## config.mk

```make
export PLATFORM = sky130hd
export DESIGN_NAME = duty_ramp_ctrl
export DESIGN_NICKNAME = d
export VERILOG_FILES = /design/src/rtl/duty_ramp_ctrl.sv
export SDC_FILE = /design/constraint.sdc
export NUM_CORES = 1
export LEC_CHECK = 0
export BUFFER_PORTS_ARGS = -buffer_cell sky130_fd_sc_hd__buf_2
export CAP_MARGIN = 5
export CORE_MARGIN = 10
export CORE_UTILIZATION = 55
export DETAILED_ROUTE_END_ITERATION = 8
export PLACE_DENSITY = 0.85
export RECOVER_POWER = 25
export SETUP_SLACK_MARGIN = 0.05
export SYNTH_ARGS = -nofsm -noshare
export SYNTH_HDL_FRONTEND = slang
export SYNTH_SLANG_ARGS = --single-unit
```

## constraint.sdc

```tcl
create_clock -name clk -period 4.03 [get_ports clk]
set_clock_uncertainty 0.1 [all_clocks]
set_input_delay 0.2015 -clock clk [delete_from_list [all_inputs] [get_ports clk]]
set_output_delay 0.2015 -clock clk [all_outputs]
set_load 0.02 [all_outputs]
```

## src/rtl/duty_ramp_ctrl.sv

```systemverilog
// duty_ramp_ctrl: slew-limited PWM duty controller with overcurrent lockout.
// Duty moves at most STEP per PWM period toward the enabled target.
module duty_ramp_ctrl #(
    parameter int STEP       = 8,
    parameter int FAULT_HOLD = 16
) (
    input  logic        clk,
    input  logic        rst_n,
    input  logic [10:0] tgt_duty,
    input  logic        tgt_vld,
    output logic        tgt_rdy,
    input  logic        en,
    input  logic        PWM_synch,
    input  logic        ovr_curr,
    output logic [10:0] duty,
    output logic        ramping,
    output logic        fault
);
    typedef enum logic [1:0] {
        IDLE,
        RAMP,
        HOLD,
        FAULT
    } state_e;

    localparam logic [11:0] STEP_W = 12'(STEP);
    localparam logic [7:0]  HOLD_W = 8'(FAULT_HOLD);

    state_e      state_q, state_d;
    logic [10:0] duty_q, duty_d;
    logic [10:0] tgt_q, tgt_d;
    logic [7:0]  cnt_q, cnt_d;
    logic        ramping_q, fault_q;

    logic [10:0] eff_tgt;
    logic [10:0] duty_step;
    logic [11:0] diff;
    logic        going_up;

    assign eff_tgt  = en ? tgt_q : '0;
    assign going_up = eff_tgt > duty_q;
    assign diff     = going_up ? ({1'b0, eff_tgt} - {1'b0, duty_q})
                               : ({1'b0, duty_q} - {1'b0, eff_tgt});

    // A full STEP is only taken when it cannot reach eff_tgt, so no wrap.
    always_comb begin
        duty_step = eff_tgt;
        if (diff > STEP_W) begin
            if (going_up) begin
                duty_step = duty_q + STEP_W[10:0];
            end else begin
                duty_step = duty_q - STEP_W[10:0];
            end
        end
    end

    always_comb begin
        state_d = state_q;
        duty_d  = duty_q;
        tgt_d   = tgt_q;
        cnt_d   = cnt_q;
        if (ovr_curr) begin
            state_d = FAULT;
            duty_d  = '0;
            tgt_d   = '0;
            cnt_d   = '0;
        end else if (state_q == FAULT) begin
            if (cnt_q >= HOLD_W) begin
                state_d = IDLE;
                cnt_d   = '0;
            end else if (PWM_synch) begin
                cnt_d = cnt_q + 8'd1;
            end
        end else begin
            // eff_tgt still reflects the pre-acceptance target here.
            if (tgt_vld) begin
                tgt_d = tgt_duty;
            end
            if (PWM_synch) begin
                duty_d = duty_step;
            end
            if (PWM_synch && (duty_step == eff_tgt)) begin
                state_d = (eff_tgt == '0) ? IDLE : HOLD;
            end else if (eff_tgt != duty_q) begin
                state_d = RAMP;
            end
        end
    end

    always_ff @(posedge clk or negedge rst_n) begin
        if (!rst_n) begin
            state_q   <= IDLE;
            duty_q    <= '0;
            tgt_q     <= '0;
            cnt_q     <= '0;
            ramping_q <= 1'b0;
            fault_q   <= 1'b0;
        end else begin
            state_q   <= state_d;
            duty_q    <= duty_d;
            tgt_q     <= tgt_d;
            cnt_q     <= cnt_d;
            ramping_q <= (state_d == RAMP);
            fault_q   <= (state_d == FAULT);
        end
    end

    assign tgt_rdy = (state_q != FAULT);
    assign duty    = duty_q;
    assign ramping = ramping_q;
    assign fault   = fault_q;

endmodule

```

==> flow_summary.json, run 1 <==
{
  "yosysSeqAreaShare": 0.256,
  "syn_area_mm2": 0.00332,
  "power.net_switching_uw": 154,
  "power_frac_seq": 0.550,
  "finalHoldViolCount": 0,
  "p_int_uw": 473,
  "fmax_ghz": 0.233,
  "wl_per_cell_um": 20.1,
  "reg2reg_from": "tgt_q[1]",
  "synthesis.nets": 444,
  "setup_tns_ns": -0.616,
  "syn_avg_cell_area_um2": 8.25,
  "synth-async-reset-ratio": 1.00,
  "numPortBuffers": 30,
  "synth-edff-count": 0,
  "grt_util_met3": 0.0349,
  "top_usage_layer": "met2",
  "syn_inst": 402,
  "r2r_cells": 17,
  "outcome": "complete, but fails checks",
  "synth_ff_type": "dfrtp_1",
  "layout_setup_ws_ns": -0.268,
  "p_comb_frac": 0.064,
  "cp.required_ns": 4.10,
  "ctsHtreeMaxLevel": 2,
  "synth-seq-cells": 34,
  "leakage_uw": 0.00208,
  "ios": 31,
  "drt_iter0_drc": 420,
  "gp_congestion": 0.949,
  "clock_sinks": 34,
  "cts_max_path_buffers": 2,
  "totalWireLength_um": 11600,
  "powerDensity_mw_per_mm2": 138,
  "relSlewSlack": -0.258,
  "crit_fanout": 8,
  "hold_path_class": "input pin to register",
  "rsz0062_at_grt": "true",
  "slew_violations": 35,
  "drv_cap": 1,
  "violations": "max-capacitance violations, max-slew violations, negative setup slack",
  "ir_drop_mv": 0.262,
  "worstSetupPathType": "register to register",
  "whs_endpoint": "tgt_q[8]",
  "p_sw_frac": 0.246,
  "cts_buffers": 5,
  "min_delay_path_depth": 3,
  "insertedDiodeCount": 0,
  "cts_tree": "built",
  "die_x_um": 97.7,
  "via_per_inst": 6.48,
  "cts_root_buffer": "clkbuf_8",
  "drc": 0,
  "setup_viol": 3,
  "grt_pass1_wl_um": 17500,
  "rows": 28,
  "die-area_mm2": 0.00954,
  "areaGrowthSynthToFinish_pct": 36.6,
  "start_util": 0.564,
  "grt_util_met1": 0.262,
  "yosysUniqueCellTypes": 79,
  "die_h_um": 97.7,
  "clock_latency_ns": 0.29,
  "nets": 544,
  "final.period_utilization": 1.07,
  "yosysWarnings": 0,
  "ant_nets": 0,
  "grtUsageMet2": 0.367,
  "detailroute.via_count": 3737,
  "worstPathArrival_ns": 4.37,
  "grt_max_degree": 35,
  "cp-end-kind": "register",
  "core_area_mm2": 0.00589,
  "cts.clk_slew.worst_paths_ns": 0.07,
  "min_period_ns": 4.30,
  "post-dp-hpwl_um": 8360,
  "antenna_found_initial": 0,
  "startpoint_type": "register",
  "hold_ws_ns": 0.0428,
  "overflow": 0,
  "first_global_vias": 3595,
  "drt_first_pass_iters": 5,
  "clock_power_share": 0.386,
  "tightest_slew_ns": 1.89,
  "min_from": "tgt_duty[8]",
  "grt_usage": 0.214,
  "r2r_end": "state_q[1]",
  "r2r_slack_ns": -0.27,
  "drive_gt1_frac": 0.386
}
## cell type report
class / instances / area (um2)
clock buffer: 5 / 68.8
multi-input combinational: 325 / 2620
inverter: 24 / 103
tap: 75 / 93.8
fill: 363 / 1350
timing repair buffer: 112 / 783
sequential: 34 / 855
clock inverter: 2 / 10.0
## power groups by stage
stage	combinational [uW]	sequential [uW]	clock [uW]
after floorplan	17.5	351	0
after global placement	36.3	351	0
after detailed placement	37.4	351	0
after CTS	38.6	345	241
after global routing	44.5	345	260
final	40.3	345	242
## logic make-up (layout without fill, tap and decap cells)
family,Yosys count,in the layout,synth area share
multiplexers,5,5,0.0155
AND/OR/NAND/NOR,157,157,0.248
AO/OA/AOI/OAI,122,122,0.278
adder cells (fa/ha/maj),25,25,0.0965
buffers and inverters,43,143,0.0588
XOR/XNOR,16,16,0.0464
flip-flops,34,34,0.256
## flip-flops by register name, indices dropped and copies added (netlist names)
| register | cells |
|---|---|
| ramping | 1 |
| duty | 11 |
| tgt_q | 11 |
| state_q | 2 |
| cnt_q | 8 |
| fault | 1 |
## synth_stat cells, drive strengths merged (3+ instances only)
master	count	area share
nand3	14	0.024
xor2	5	0.013
nor2	26	0.029
mux2i	4	0.012
a32oi	4	0.011
and2	5	0.0094
a21oi	38	0.058
o21ai	15	0.024
inv	23	0.026
and3	5	0.0094
and3b	4	0.011
dfrtp	34	0.26
nand2b	6	0.011
ha	24	0.090
nand4	4	0.0075
nand3b	5	0.011
a21boi	4	0.0090
xnor2	10	0.026
a21o	8	0.018
clkbuf	11	0.012
a31oi	5	0.014
o41ai	4	0.011
nor3	11	0.017
nor4	4	0.012
a2111oi	4	0.022
a211oi	3	0.0068
o21bai	6	0.014
o311ai	5	0.018
nand2	58	0.067
or4	3	0.0091
a32o	4	0.012
buf	8	0.019
## routing by layer
layer | wire length, um | part of all wire
met4 | 463 | 0.040
met5 | 0 | 0
met2 | 5580 | 0.48
met3 | 927 | 0.080
met1 | 4640 | 0.40
## metrics by stage
stage | utilization | area [um2] | instances | setup WS (ns) | power (uW)
detailed placement | 0.703 | 4140 | 557 | -0.314 | 388
finish | 0.770 | 4530 | 577 | -0.268 | 627
global placement | 0.703 | 4140 | 557 | -0.176 | 387
floorplan | - | 3500 | 402 | 0.00268 | 368
CTS | 0.737 | 4340 | 571 | -0.0626 | 624
global route | 0.770 | 4530 | 577 | -0.259 | 649
## placed cells by master (no fill, tap or decap), drive strengths merged, types with 3 or more instances in the layout
cell,netlist,layout
a21o,8,8
a32o,4,4
ha,24,24
mux2i,4,4
nand2b,6,6
xor2,5,5
nand4,4,4
and3b,4,4
a21oi,38,38
inv,23,22
a211oi,3,3
o21ai,15,15
nor3,11,11
dfrtp,34,34
nand3,14,14
xnor2,10,10
and3,5,5
nand3b,5,5
clkinv,1,4
clkbuf,11,9
nor4,4,4
o21bai,6,6
and2,5,5
o311ai,5,5
nand2,58,58
a21boi,4,4
a2111oi,4,4
nor2,26,26
buf,8,107
a32oi,4,4
a31oi,5,5
o41ai,4,4
or4,3,3
## worst max-delay path, cell delays in order (launching register included)
cell,delay (ns)
dfrtp_1,0.36
nand2_1,0.09
ha_2,0.42
nand2_2,0.09
or4_4,0.56
clkinv_4,0.08
a31oi_4,0.04
clkinv_4,0.15
ha_4,0.24
and3_1,0.18
a221o_1,0.40
o41ai_2,0.35
xnor2_1,0.19
xnor2_2,0.27
mux2i_4,0.32
nor3_1,0.08
a21oi_1,0.16
o31ai_1,0.09
## what timing repair did
item / CTS / global route
setup endpoints to repair: 3 / 4
resized for setup: 14 / 31
hold buffers: 1 / 0
endpoints found under the hold margin: 34 / 0
buffers inserted: 6 / 6
pin swaps: 8 / 16
## worst max path at each step
stage	from	to	depth (start not counted)
6_report	tgt_q[1]	state_q[1]	17
4_1_cts	tgt_q[10]	state_q[1]	18
3_3_place_gp	en	state_q[1]	20
2_1_floorplan	en	state_q[1]	22
3_5_place_dp	en	state_q[1]	20
5_1_grt	tgt_q[1]	state_q[1]	17
No activity file was read; power rests on OpenSTA's default activity.
==> run 2: changes to the inputs <==
--- a/config.mk
+++ b/config.mk
@@ -11,5 +11,5 @@
 export CORE_UTILIZATION = 55
 export DETAILED_ROUTE_END_ITERATION = 8
-export PLACE_DENSITY = 0.85
+export PLACE_DENSITY_LB_ADDON = 0.15
 export RECOVER_POWER = 25
 export SETUP_SLACK_MARGIN = 0.05
==> constraint.sdc (replaced) <==
create_clock -name clk -period 4.03 [get_ports clk]
set_clock_uncertainty 0.1 [all_clocks]
set_input_delay 0.806 -clock clk [delete_from_list [all_inputs] [get_ports clk]]
set_output_delay 0.806 -clock clk [all_outputs]
set_load 0.02 [all_outputs]
==> run 2 against run 1 <==
Effect of this change:
- the flow still finishes with violations (max-capacitance violations, max-slew violations, negative setup slack)
- combinational power increased by 23%
- power up 16%
- worst setup slack got worse by 0.13 ns
- final cell count rose by 4.2%
- non-clock buffer count rose by 23
==> flow_summary.json, run 2 (same netlist as run 1, synthesis figures left out) <==
{
  "final.period_utilization": 1.10,
  "final_cell_mix": "buf_4 (96), nand2_1 (46), a21oi_1 (35)",
  "drv_cap": 1,
  "first_global_vias": 3688,
  "die_x_um": 97.7,
  "nets": 567,
  "grt_max_degree": 35,
  "setup_viol": 4,
  "core_area_mm2": 0.00589,
  "cts_tree": "built",
  "antenna_found_initial": 0,
  "critPathSlowestCell": "or4b_4",
  "cp-startpoint": "en",
  "hold_path_class": "register to register",
  "die-area_mm2": 0.00954,
  "reg2reg_from": "tgt_q[5]",
  "cts_max_path_buffers": 2,
  "crit_fanout": 8,
  "grt_usage": 0.238,
  "cts.clk_slew.worst_paths_ns": 0.08,
  "totalWireLength_um": 12200,
  "postLayoutCoreUtil": 0.823,
  "crit_buf_inv": 6,
  "clock_sinks": 34,
  "relSlewSlack": -0.265,
  "crit_path_max_incr_delay_ns": 0.54,
  "insertedDiodeCount": 0,
  "worstSetupPathType": "input pin to register",
  "drive_gt1_frac": 0.414,
  "ios": 31,
  "wl_per_cell_um": 20.3,
  "rsz0062_at_grt": "true",
  "dp.cells": 573,
  "tightest_slew_ns": 1.90,
  "postCtsHoldBufs": 0,
  "num-fill-cells": 351,
  "via_per_inst": 6.30,
  "setup_tns_ns": -1.17,
  "min_period_ns": 4.43,
  "violations": "max-capacitance violations, max-slew violations, negative setup slack",
  "ir_drop_mv": 0.189,
  "cts_root_buffer": "clkbuf_8",
  "cts_buffers": 5,
  "final_common_cell": "buf_4",
  "start_util": 0.564,
  "clock_latency_ns": 0.31,
  "cp_common_cell": "buf_6",
  "fin_cells": 601,
  "cp-end-kind": "register",
  "multi_input_area_mm2": 0.00266,
  "grt_pass1_wl_um": 18800,
  "cp.required_ns": 4.11,
  "drt_first_pass_iters": 5,
  "die_h_um": 97.7,
  "leakage_uw": 0.00227,
  "finalHoldViolCount": 0,
  "areaGrowthSynthToFinish_pct": 46.0,
  "detailroute.via_count": 3784,
  "ant_nets": 0,
  "powerDensity_mw_per_mm2": 150,
  "fmax_ghz": 0.226,
  "gp_congestion": 0.952,
  "post-dp-hpwl_um": 8660,
  "final-seq-area_um2": 851,
  "drc": 0,
  "overflow": 0,
  "layout_setup_ws_ns": -0.397,
  "crit_chain": "buf_12, buf_8, nand2_4, inv_4, ha_4, nand3_4, buf_6, a21o_1, a31oi_4, clkinv_4, buf_6, fa_2, xnor2_2, xor2_1, or4b_4, a2111oi_4, nand3_1, mux2i_2, nor3_1, a21oi_1, o31ai_1",
  "outcome": "complete, but fails checks",
  "crit_family": "simple AND/OR/NAND/NOR gates",
  "numPortBuffers": 30,
  "worstPathArrival_ns": 4.51,
  "min_from": "cnt_q[5]",
  "ctsHtreeMaxLevel": 2,
  "startpoint_type": "input pin",
  "drt_iter0_drc": 372,
  "rows": 28,
  "pre_cts_ws_ns": -0.989,
  "power_uw": 729,
  "slew_violations": 35
}
-- run 2: worst reg2reg max path, delay by kind of cell (launching register included) --
family	cells	cell delay (ns)
and+or+nand+nor	5	1.02
muxes	1	0.22
DFF	1	0.40
adders and majority gates	2	0.65
buffers and inverters	2	0.32
xor gates and xnor gates	2	0.32
AOI/OAI and AO/OA	6	1.07
-- run 2: power breakdown --
part	total (uW)	internal, uW	switching, uW
Clock	335	184	151
Sequential	344	342	1.68
Combinational	49.4	21.6	27.8
Total	729	548	180
-- run 2: worst paths after layout --
kind | slack (ns) | to | cells past startpoint
min reg2reg | 0.42 | cnt_q[5] | 1
min in group asynchronous | 0.92 | cnt_q[6] | 1
max reg2reg | -0.19 | state_q[1] | 18
min | 0.42 | cnt_q[5] | 1
max in group asynchronous | 1.82 | tgt_q[0] | 1
max | -0.40 | state_q[1] | 21
-- run 2: stage by stage --
stage,cell area [um2],hold WS (ns)
floorplan,3540,0.368
global route,4850,0.440
detailed placement,4300,0.395
finish,4850,0.416
global placement,4300,0.391
CTS,4730,0.420
-- run 2: layout make-up --
cell class	count	share of cell area
Multi-Input combinational cell	325	0.548
Timing Repair Buffer	135	0.212
Sequential cell	34	0.176
Inverter	24	0.0212
Tap cell	75	0.0194
Clock buffer	5	0.0142
Clock inverter	3	0.00930
-- run 2: timing repair --
action,4_1_cts,5_1_grt
cloned,1,0
setup buffers,17,6
pin swaps,15,5
resized for setup,36,16
endpoints found under the setup margin,4,4
-- run 2: per-layer routing --
metal	wire length (um)	global-route usage	vias to the layer above
li1	-	-	1729
met1	4800	0.275	1798
met2	6020	0.411	203
met3	892	0.0576	54
met4	514	0.0951	0
met5	0	0	-
==> run 3: changes to the inputs <==
- RECOVER_POWER: 25 -> 100
==> run 3 against run 2 <==
Effect of this change:
- sequential power barely moved
- flip-flop and latch count stayed put
- the flow still finishes with violations (max-capacitance violations, max-slew violations, negative setup slack)
- die area unchanged
- critical path depth did not move
- critical endpoint unchanged
==> flow_summary.json, run 3 (same netlist as run 1, synthesis figures left out) <==
{
  "outcome": "complete, but fails checks",
  "violations": "max-capacitance violations, max-slew violations, negative setup slack",
  "drt_iter0_drc": 338,
  "cp-startpoint": "en",
  "nets": 567,
  "insertedDiodeCount": 0,
  "core_area_mm2": 0.00589,
  "r2r_cells": 18,
  "finalHoldViolCount": 0,
  "crit_fanout": 8,
  "reg2reg_from": "tgt_q[5]",
  "cts_max_path_buffers": 2,
  "gp_congestion": 0.952,
  "wl_per_cell_um": 20.4,
  "postCtsHoldBufs": 0,
  "tightest_slew_ns": 1.90,
  "cts_tree": "built",
  "min_delay_path_depth": 1,
  "grt_pass1_wl_um": 18800,
  "grt_max_degree": 35,
  "dp.cells": 573,
  "num-fill-cells": 359,
  "antenna_found_initial": 0,
  "final.period_utilization": 1.10,
  "hold_path_class": "register to register",
  "overflow": 0,
  "rsz0062_at_grt": "true",
  "die_x_um": 97.7,
  "ctsHtreeMaxLevel": 2,
  "relSlewSlack": -0.270,
  "first_global_vias": 3688,
  "ios": 31,
  "clock_latency_ns": 0.31,
  "via_per_inst": 6.31,
  "drive_gt1_frac": 0.395,
  "min_period_ns": 4.42,
  "post-dp-hpwl_um": 8660,
  "die_h_um": 97.7,
  "setup_viol": 3,
  "slew_violations": 35,
  "cp-end-kind": "register",
  "fmax_ghz": 0.226,
  "r2r_slack_ns": -0.17,
  "areaGrowthSynthToFinish_pct": 45.4,
  "die-area_mm2": 0.00954,
  "ant_nets": 0,
  "pre_cts_ws_ns": -0.989,
  "cp.required_ns": 4.11,
  "clock_sinks": 34,
  "drt_first_pass_iters": 5,
  "layout_setup_ws_ns": -0.393,
  "cts.clk_slew.worst_paths_ns": 0.09,
  "detailroute.via_count": 3790,
  "final_cell_mix": "buf_4 (93), nand2_1 (46), a21oi_1 (35)",
  "r2r_end": "state_q[1]",
  "drc": 0,
  "worstPathArrival_ns": 4.50,
  "cts_root_buffer": "clkbuf_8",
  "start_util": 0.564,
  "cts_buffers": 5,
  "startpoint_type": "input pin",
  "min_from": "cnt_q[6]",
  "drv_cap": 1,
  "whs_endpoint": "cnt_q[6]",
  "final_common_cell": "buf_4",
  "rows": 28,
  "leakage_uw": 0.00222,
  "totalWireLength_um": 12200,
  "fin_cells": 601,
  "grt_usage": 0.238,
  "ir_drop_mv": 0.192,
  "worstSetupPathType": "input pin to register",
  "powerDensity_mw_per_mm2": 151,
  "numPortBuffers": 30
}
==> run 3: repair_timing <==
action | 4_1_cts | 5_1_grt
gates resized for setup | 36 | 16
gates cloned | 1 | 0
endpoints found under the hold margin | 0 | 0
buffers inserted | 17 | 6
pin swaps | 15 | 5
setup endpoints to repair | 4 | 4
==> run 3: metrics by stage <==
step	TNS [ns]	area, um2	power (uW)	hold slack (ns)	util
2_1_floorplan	-1.91	3540	370	0.368	-
6_report	-1.15	4830	731	0.425	0.820
4_1_cts	-0.621	4730	728	0.420	0.804
3_3_place_gp	-3.43	4300	389	0.391	0.730
5_1_grt	-1.57	4830	750	0.440	0.820
3_5_place_dp	-4.74	4300	390	0.395	0.730
==> run 3: how the worst max path moves through the flow <==
stage | end | slack, ns | cells after the start
global route | state_q[1] | -0.53 | 19
detailed placement | state_q[1] | -0.99 | 20
floorplan | state_q[1] | -0.59 | 22
CTS | state_q[1] | -0.24 | 20
global placement | state_q[1] | -0.90 | 18
finish | state_q[1] | -0.39 | 21
==> run 3: area by class of cell <==
type	count	area, um2	share of cell area
timing repair buffer	135	1010	0.209
tap	75	93.8	0.0194
multi-input combinational	325	2660	0.550
clock buffer	5	68.8	0.0143
inverter	24	103	0.0213
sequential	34	851	0.176
clock inverter	3	45.0	0.00933
==> run 3: metal layers <==
layer	routed length [um]	track usage
met5	0	0
met4	539	0.0951
met3	1030	0.0576
met2	6020	0.411
met1	4660	0.275
==> run 3: worst max-delay path: stages <==
cell       delay, ns
buf_12          0.13
buf_8           0.12
nand2_4         0.07
inv_4           0.04
ha_4            0.28
nand3_4         0.08
buf_6           0.13
a21o_1          0.19
a31oi_4         0.23
clkinv_4        0.16
buf_6           0.16
fa_2            0.36
xnor2_2         0.16
xor2_1          0.16
or4b_4          0.54
a2111oi_4       0.23
nand3_1         0.14
mux2i_2         0.22
nor3_1          0.07
a21oi_1         0.13
o31ai_1         0.09
==> run 3: report_power, final <==
group	total [uW]	leakage [uW]	switching, uW	internal [uW]
Clock	337	0.0000504	153	184
Sequential	344	0.000458	1.67	342
Combinational	49.5	0.00171	27.9	21.6
Total	731	0.00222	183	548
